<file path="src/rtl/uart_receiver_pkg.sv">
// rtl/uart_receiver_pkg.sv - shared RS232 defaults, receiver state type and baud increment helper
package uart_receiver_pkg;

  // RS232 line defaults, shared with the transmit-side baud generator
  localparam int RS232_CLK_FREQUENCY = 50_000_000;
  localparam int RS232_BAUD          = 115_200;
  localparam int RS232_OVERSAMPLING  = 8;
  localparam int RS232_ACC_WIDTH     = 16;

  typedef enum logic [2:0] {
    IDLE,
    START,
    DATA,
    STOP,
    WAIT_IDLE
  } rx_state_t;

  // Rounded phase increment: ((baud * oversampling) << acc_w) / clk_hz
  function automatic longint unsigned calc_inc(input longint unsigned clk_hz,
                                               input longint unsigned baud_hz,
                                               input longint unsigned os,
                                               input int              acc_w);
    longint unsigned num;
    num = (baud_hz * os) << acc_w;
    return (num + (clk_hz / 2)) / clk_hz;
  endfunction

endpackage

</file>
<file path="src/rtl/uart_receiver_baud_oversample_generator.sv">
// rtl/uart_receiver_baud_oversample_generator.sv - free-running phase accumulator producing the oversample tick
module baud_oversample_generator
  import uart_receiver_pkg::*;
#(
  parameter int clkFrequency = RS232_CLK_FREQUENCY,
  parameter int baud         = RS232_BAUD,
  parameter int oversampling = RS232_OVERSAMPLING,
  parameter int accWidth     = RS232_ACC_WIDTH
) (
  input  logic clk,
  input  logic reset,
  output logic tick
);

  localparam longint unsigned INC_L = calc_inc(longint'(clkFrequency), longint'(baud),
                                               longint'(oversampling), accWidth);
  localparam logic [accWidth:0] INC = INC_L[accWidth:0];

  logic [accWidth:0] acc;

  // Add the increment to the low bits; the carry lands in the top bit and is the tick
  always_ff @(posedge clk) begin
    if (reset) begin
      acc <= '0;
    end else begin
      acc <= {1'b0, acc[accWidth-1:0]} + INC;
    end
  end

  assign tick = acc[accWidth];

endmodule

</file>
<file path="src/rtl/uart_receiver.sv">
// rtl/uart_receiver.sv - 8N1 UART receiver with oversampled mid-bit sampling and framing check
module uart_receiver
  import uart_receiver_pkg::*;
#(
  parameter int clkFrequency = RS232_CLK_FREQUENCY,
  parameter int baud         = RS232_BAUD,
  parameter int oversampling = RS232_OVERSAMPLING,
  parameter int accWidth     = RS232_ACC_WIDTH
) (
  input  logic       clk,
  input  logic       reset,
  input  logic       rxd,
  output logic [7:0] rx_data,
  output logic       data_ready,
  output logic       framing_error,
  output logic       rx_busy
);

  localparam int            CW   = $clog2(oversampling);
  localparam logic [CW-1:0] HALF = CW'(oversampling / 2 - 1);
  localparam logic [CW-1:0] FULL = CW'(oversampling - 1);
  localparam logic [CW-1:0] ONE  = CW'(1);

  logic          tick;
  logic [1:0]    sync_q;
  logic          line;
  rx_state_t     state;
  logic [CW-1:0] cnt;
  logic [2:0]    bit_idx;
  logic [7:0]    shift;

  baud_oversample_generator #(
    .clkFrequency(clkFrequency),
    .baud        (baud),
    .oversampling(oversampling),
    .accWidth    (accWidth)
  ) u_tick_gen (
    .clk  (clk),
    .reset(reset),
    .tick (tick)
  );

  // Two-flop synchronizer; resets to the idle (high) line level
  always_ff @(posedge clk) begin
    if (reset) begin
      sync_q <= 2'b11;
    end else begin
      sync_q <= {sync_q[0], rxd};
    end
  end

  assign line    = sync_q[1];
  assign rx_busy = (state != IDLE);

  // Frame FSM: advances and samples only on oversample ticks; pulses are one clk wide
  always_ff @(posedge clk) begin
    if (reset) begin
      state         <= IDLE;
      cnt           <= '0;
      bit_idx       <= '0;
      shift         <= '0;
      rx_data       <= 8'h00;
      data_ready    <= 1'b0;
      framing_error <= 1'b0;
    end else begin
      data_ready    <= 1'b0;
      framing_error <= 1'b0;
      if (tick) begin
        case (state)
          IDLE: begin
            if (!line) begin
              state <= START;
              cnt   <= '0;
            end
          end
          START: begin
            // Half a bit into the start bit: still low means a real frame
            if (cnt == HALF) begin
              cnt     <= '0;
              bit_idx <= '0;
              state   <= line ? IDLE : DATA;
            end else begin
              cnt <= cnt + ONE;
            end
          end
          DATA: begin
            if (cnt == FULL) begin
              cnt   <= '0;
              shift <= {line, shift[7:1]};
              if (bit_idx == 3'd7) begin
                state <= STOP;
              end else begin
                bit_idx <= bit_idx + 3'd1;
              end
            end else begin
              cnt <= cnt + ONE;
            end
          end
          STOP: begin
            if (cnt == FULL) begin
              cnt <= '0;
              if (line) begin
                rx_data    <= shift;
                data_ready <= 1'b1;
                state      <= IDLE;
              end else begin
                framing_error <= 1'b1;
                state         <= WAIT_IDLE;
              end
            end else begin
              cnt <= cnt + ONE;
            end
          end
          WAIT_IDLE: begin
            // Hold through a break so it reports only one framing error
            if (line) begin
              state <= IDLE;
            end
          end
          default: state <= IDLE;
        endcase
      end
    end
  end

endmodule

</file>
<file path="config.mk">
export PLATFORM = sky130hd
export DESIGN_NAME = uart_receiver
export DESIGN_NICKNAME = d
export VERILOG_FILES = /design/src/rtl/uart_receiver_pkg.sv /design/src/rtl/uart_receiver_baud_oversample_generator.sv /design/src/rtl/uart_receiver.sv
export SDC_FILE = /design/constraint.sdc
export NUM_CORES = 1
export LEC_CHECK = 0
export BUFFER_PORTS_ARGS = -buffer_cell sky130_fd_sc_hd__buf_2
export CAP_MARGIN = 15
export CORE_UTILIZATION = 55
export DETAILED_ROUTE_END_ITERATION = 10
export HOLD_SLACK_MARGIN = 0.02
export PLACE_DENSITY = 0.82
export SYNTH_ARGS = -nofsm -noshare
export SYNTH_HDL_FRONTEND = slang
export SYNTH_SLANG_ARGS = --single-unit
</file>
<file path="constraint.sdc">
create_clock -name clk -period 3.95 [get_ports clk]
set_input_delay 0.79 -clock clk [delete_from_list [all_inputs] [get_ports clk]]
set_output_delay 0.79 -clock clk [all_outputs]
set_load 0.01 [all_outputs]
</file>
==> metrics, run 1 <==
Routed Antenna Nets=0; Reg clk slew, reported paths=130 ps; I/O pins=14; Die X=just over 60 um; commonest non-fill, non-tap cell in the layout=dfxtp_1; commonest non-fill, non-tap cells in the layout=dfxtp_1 (43), nor2_1 (28), mux2i_1 (21); 1st-pass router iterations=4; max_slew headroom=between 50% and 60%; # rows=21; clk buf depth=2; CP delay by family, top=flip-flops; total die area=between 3000 and 4000 um2; number of max-cap violations=0; Synth Area per Inst=~9.6 um2; DR iter-0 viols=between 80 and 90; layout cells sized above 1=between 10 and 15%; # DRC=0; Yosys warning count=0; buffer count from post-CTS setup fixing=0; CP cell instances=or3_1 > buf_2; Pwr Total=0.000802 W; ys flop type=dfxtp_1; via count=between 1000 and 1500; critical path arrival=approximately 1300 ps; initial antenna violation count=0; largest net degree at the start of global routing=46; CP max-delay cell=dfxtp_1; CTS Hold Bufs=0; WS Path Type=flop to output pin; post-synth top area share=about 44%; vias in the first global route=around 1200; worst-case hold path end point=sync_q[1]; Unique masters post-synth=43; hold wc startpoint=sync_q[0]; RSZ-0062 raised after global routing=false; wire per inst=roughly 12 um; hold depth=1; htree depth=2; achievable clock frequency=approximately 480 MHz; number of clock sinks seen by CTS=43; CTS tree=built; setup slack, reg-to-reg=about 2000 ps; CTS Buf Count=5; DP HPWL=a little over 2000 um; crit end category=output pin; reg2reg start=cnt[0]; hold crit path type=flop to flop; worst skew pair latency=approximately 360 ps; total track usage=between 10% and 20%; EDFF count, synth=0; Synth Register Bits=43; # diodes=0; final wirelength=just over 3000 um; Fill cells=300; PostCTS Resize Cnt=0; Root Buffer=clkbuf_4; crit share post-route=53.1%; synthesis-to-finish area growth=8.43%; Req. time, crit path=3160 ps; crit start category=flop; routed vias/inst=approximately 5.4; Buffers on Ports=13; final slew viol count=0; clock skew=around 6 ps; post-synth top area cell=dfxtp_1; Syn Inst Count=203; total gr overflow=0; worst-margin pin slew=a little over 700 ps; Initial Util=57.8%; R2R depth=6; status=complete, no violations; min Tclk post-route=between 2000 and 2500 ps; CP peak stage delay=roughly 460 ps; Leak=~0.82 nW; Hold Vio Cnt, Final=0; post-route setup TNS=0 ps; routability cong.=between 0.7 and 0.8; fin nets=225; top post-synthesis cells by area=dfxtp_1 (44%), mux2i_1 (11%), nor2_1 (5.4%), ha_1 (5.1%), a21oi_1 (3.3%); CORE AREA=about 3400 um2; Post-Syn Area=approximately 1900 um2; Post-synth ARST share=0%; Max FO, Critical Path=13; sequential share of the synthesized area=approximately 44%; Setup-failing EPs final=0; first-pass GRT wire length=about 5100 um; pwr dens=between 300 and 400 nW/um2; Crit Reg-Reg Endpoint=bit_idx[0]; Die Y=roughly 60 um; Mapped Nets=~210; worst path buffer plus inverter count=1; worst vdd ir=0.334 mV
-- flip-flops by register name (all words and copies together) (netlist names) --
register        flops
state               3
rx_data             8
u_tick_gen.acc     14
sync_q              2
cnt                 3
shift               8
framing_error       1
bit_idx             3
data_ready          1
-- metal layers --
metal  GRT usage, %  part of all wire, %  wire [um]  vias up
met5              0                    0          0        -
met1           22.8                   50       1530      655
met4           8.25                  2.0         62        0
li1               -                    -          -      726
met3           5.25                  2.9         89        8
met2           29.8                   45       1380       20
-- synthesized netlist by cell type, drive strengths merged, types with 2 or more instances --
| master | count |
|---|---|
| dfxtp | 43 |
| nor2 | 30 |
| mux2i | 21 |
| a21oi | 13 |
| nand2b | 10 |
| ha | 8 |
| inv | 8 |
| clkbuf | 6 |
| nor2b | 6 |
| nand2 | 5 |
| nor3 | 5 |
| o21ai | 5 |
| or3 | 5 |
| mux2 | 4 |
| buf | 3 |
| nand3 | 3 |
| nand3b | 3 |
| or2 | 3 |
| or4 | 3 |
| a21o | 2 |
| a31oi | 2 |
| nor4b | 2 |
| o31ai | 2 |
-- worst register-to-register path, cell delays in order (launching register included) --
cell	delay, ps
dfxtp_1	350
ha_1	250
ha_1	190
or3b_1	380
o221a_4	280
nand3b_2	130
mux2_1	320
-- how the worst max path moves through the flow --
stage / from / end / slack [ps] / depth (start not counted)
2_1_floorplan: cnt[0] / bit_idx[0] / 2060 / 6
3_3_place_gp: reset / state[2] / 1870 / 4
3_5_place_dp: reset / state[2] / 1860 / 4
4_1_cts: state[1] / rx_busy / 1840 / 2
5_1_grt: state[1] / rx_busy / 1750 / 2
6_report: state[1] / rx_busy / 1850 / 2
-- where the power goes --
| group | internal (W) | switching, W |
|---|---|---|
| Combinational | 0.0000214 | 0.0000279 |
| Clock | 0.000137 | 0.000151 |
| Sequential | 0.000448 | 0.0000180 |
| Total | 0.000606 | 0.000197 |
-- layout make-up --
class / instances / area, um2 / area share [%]
Clock inverter: 3 / 47.5 / 2.26
Tap cell: 46 / 57.6 / 2.73
Sequential cell: 43 / 861 / 40.8
Clock buffer: 5 / 37.5 / 1.78
Inverter: 8 / 30.0 / 1.42
Multi-Input combinational cell: 143 / 1010 / 47.9
Timing Repair Buffer: 13 / 65.1 / 3.09
-- through the flow --
stage                     worst slack [ps]  area, um2  hold WS, ps  cells  utilization [%]
after detailed placement              1860       2020          393    253             60.2
final                                 1850       2110          419    261             62.7
after global routing                  1750       2110          437    261             62.7
after global placement                1870       2020          393    253             60.2
after floorplan                       2060       1940          389    203                -
after CTS                             1840       2110          424    261             62.7
-- cells by family (layout without fill, tap and decap cells) --
group	after synthesis	in the layout	synth area share [%]
buffers and inverters	17	29	3.80
muxes	25	25	13.5
adders and majority gates	8	8	5.15
and+or+nand+nor	79	79	22.2
AOI/OAI and AO/OA	30	30	10.6
xor gates and xnor gates	1	1	0.451
DFF	43	43	44.3
Note: power is estimated with default switching activity, not from simulation.
==> inputs of run 2 (changes only) <==
CORE_UTILIZATION = 53   (was 55)
clock period = 1.85 ns   (was 3.95 ns; I/O delays follow)
==> run 2 against run 1 <==
Compared with the run above:
- worst hold slack got worse by 210 ps
- flip-flop and latch count did not move
- register-to-register slack got worse by 1900 ps
- non-clock buffer count rose by 13
- combinational power rose by 120%
- die area rose by 3.7%
- clock power rose by 99%
- sequential power rose by 110%
- routed wire length rose by 12%
- cell area rose by 6.4%
- setup slack got worse by 1800 ps
- largest power group unchanged
==> metrics, run 2 (synthesis gave the netlist of run 1 again) <==
status=complete, no violations; # rows=21 (unchanged); Sw Pwr=0.000391 W (+99%); Die X=62.6 um (+1.8%); Setup-failing EPs final=0 (unchanged); number of max-cap violations=0 (unchanged); Reg with most FFs=u_tick_gen.acc; fin nets=238 (+5.8%); routability cong.=0.796 (+3.6%); htree depth=2 (unchanged); achievable clock frequency=roughly 550 MHz; RSZ-0062 raised after global routing=false; wire per inst=12.5 um (+6.7%); Fill cells=287 (-4.3%); CTS Hold Bufs=0 (unchanged); crit share post-route=between 90% and 100%; crit end category=flop; clk buf depth=2 (unchanged); total track usage=19.4% (+1.0 points); area of the multi-input gates=1050 um2 (+4.3%); Req. time, crit path=2100 ps (-1060 ps); DP HPWL=2440 um (+19%); final wirelength=3420 um (+12%); layout cells sized above 1=22.9% (+8.0 points); total gr overflow=0 (unchanged); Routed Antenna Nets=0 (unchanged); CTS Buf Count=5 (unchanged); synthesis-to-finish area growth=15.3%; DP Cell Count=265 (+4.7%); worst vdd ir=0.623 mV (+87%); Comb power frac=6.4% (+0.3 points); commonest non-fill, non-tap cell in the layout=dfxtp_1; number of clock sinks seen by CTS=43 (unchanged); Clk pwr share=34.2% (-1.6 points); largest net degree at the start of global routing=26 (-43%); pre-CTS setup slack=-17.8 ps (-1870 ps); pwr dens=746 nW/um2 (+96%); setup slack after layout=37.0 ps (-1820 ps); min Tclk post-route=about 1800 ps; sequential share of power=59.4% (+1.4 points); Net Sw Frac=23.4% (-1.1 points); via count=1454 (+3.2%); worst-margin pin slew=431 ps (-296 ps); total die area=3920 um2 (+3.7%); Buffers on Ports=13 (unchanged); first-pass GRT wire length=5990 um (+17%); Largest register FFs=14 (unchanged); 1st-pass router iterations=4 (unchanged); Storage cell area=863 um2 (+0.29%); hold crit path type=input pin to flop; Reg clk slew, reported paths=120 ps (about the same); WS Path Type=flop to flop; Initial Util=56.9% (-0.89 points); critical path arrival=2060 ps (+750 ps); Root Buffer=clkbuf_4; post-route setup TNS=0 ps (unchanged); initial antenna violation count=0 (unchanged); top flop regs=u_tick_gen.acc (14), rx_data (8), shift (8); # diodes=0 (unchanged); Leak=0.920 nW (+12%); Die Y=62.6 um (+1.8%); Max FO, Critical Path=3 (-10); crit start category=flop; final slew viol count=0 (unchanged); clock skew=4.04 ps (-2.07 ps); Finished Layout Cells=273 (+4.6%); routed vias/inst=5.33 (-1.3%); worst skew pair latency=340 ps (-20 ps); Hold Vio Cnt, Final=0 (unchanged); vias in the first global route=1385 (+12%); Int Pwr=0.00128 W (+110%); DR iter-0 viols=79 (-3.7%); CORE AREA=3420 um2 (+1.6%); I/O pins=14 (unchanged); CTS tree=built; max_slew headroom=71.1% (+20 points); commonest non-fill, non-tap cells in the layout=dfxtp_1 (41), nor2_1 (28), mux2i_1 (21); # DRC=0 (unchanged)
==> run 2: cell type report <==
class / count / area share (%)
timing repair buffer: 26 / 7.25
clock buffer: 5 / 1.67
sequential: 43 / 38.5
clock inverter: 2 / 1.67
tap: 46 / 2.57
multi-input combinational: 143 / 47.0
inverter: 8 / 1.34
==> run 2: per-stage QoR <==
| step | cell area, um2 | hold WS, ps | util [%] | total power, W |
|---|---|---|---|---|
| 6_report | 2240 | 207 | 65.6 | 0.00167 |
| 2_1_floorplan | 1960 | 389 | - | 0.00110 |
| 3_3_place_gp | 2120 | 394 | 62.2 | 0.00112 |
| 4_1_cts | 2200 | 195 | 64.5 | 0.00169 |
| 3_5_place_dp | 2120 | 396 | 62.2 | 0.00112 |
| 5_1_grt | 2240 | 198 | 65.6 | 0.00174 |
==> run 2: repair_timing <==
item,4_1_cts,5_1_grt
setup buffers,0,1
cloned,0,0
gates resized for setup,2,6
setup endpoints to repair,4,5
hold endpoints to repair,0,0
pin swaps,1,0
==> run 2: power groups by stage <==
stage / Combinational, W / Sequential (W) / Clock (W)
final: 0.000108 / 0.000993 / 0.000572
after global routing: 0.000123 / 0.00100 / 0.000620
after CTS: 0.000108 / 0.000992 / 0.000592
after detailed placement: 0.000108 / 0.00101 / 0
after global placement: 0.000104 / 0.00101 / 0
after floorplan: 0.0000962 / 0.00100 / 0
==> run 2: critical path, stage by stage (launching register included) <==
cell and delay (ps):
dfxtp_2 360, ha_4 160, ha_2 160, or3b_4 370, o221a_4 250, o211ai_4 100
mux2_4 320
==> run 2: worst paths after layout <==
kind | startpoint | end | slack (ps) | depth (start not counted)
max reg2reg | cnt[0] | state[2] | 40 | 6
min | rxd | sync_q[0] | 210 | 2
min reg2reg | sync_q[0] | sync_q[1] | 420 | 1
max | cnt[0] | state[2] | 40 | 6
==> run 2: per-layer routing <==
| metal | GRT usage [%] | wire [um] |
|---|---|---|
| met3 | 4.38 | 89 |
| met1 | 23.4 | 1610 |
| met4 | 8.43 | 42 |
| met5 | 0 | 0 |
| met2 | 32.9 | 1670 |
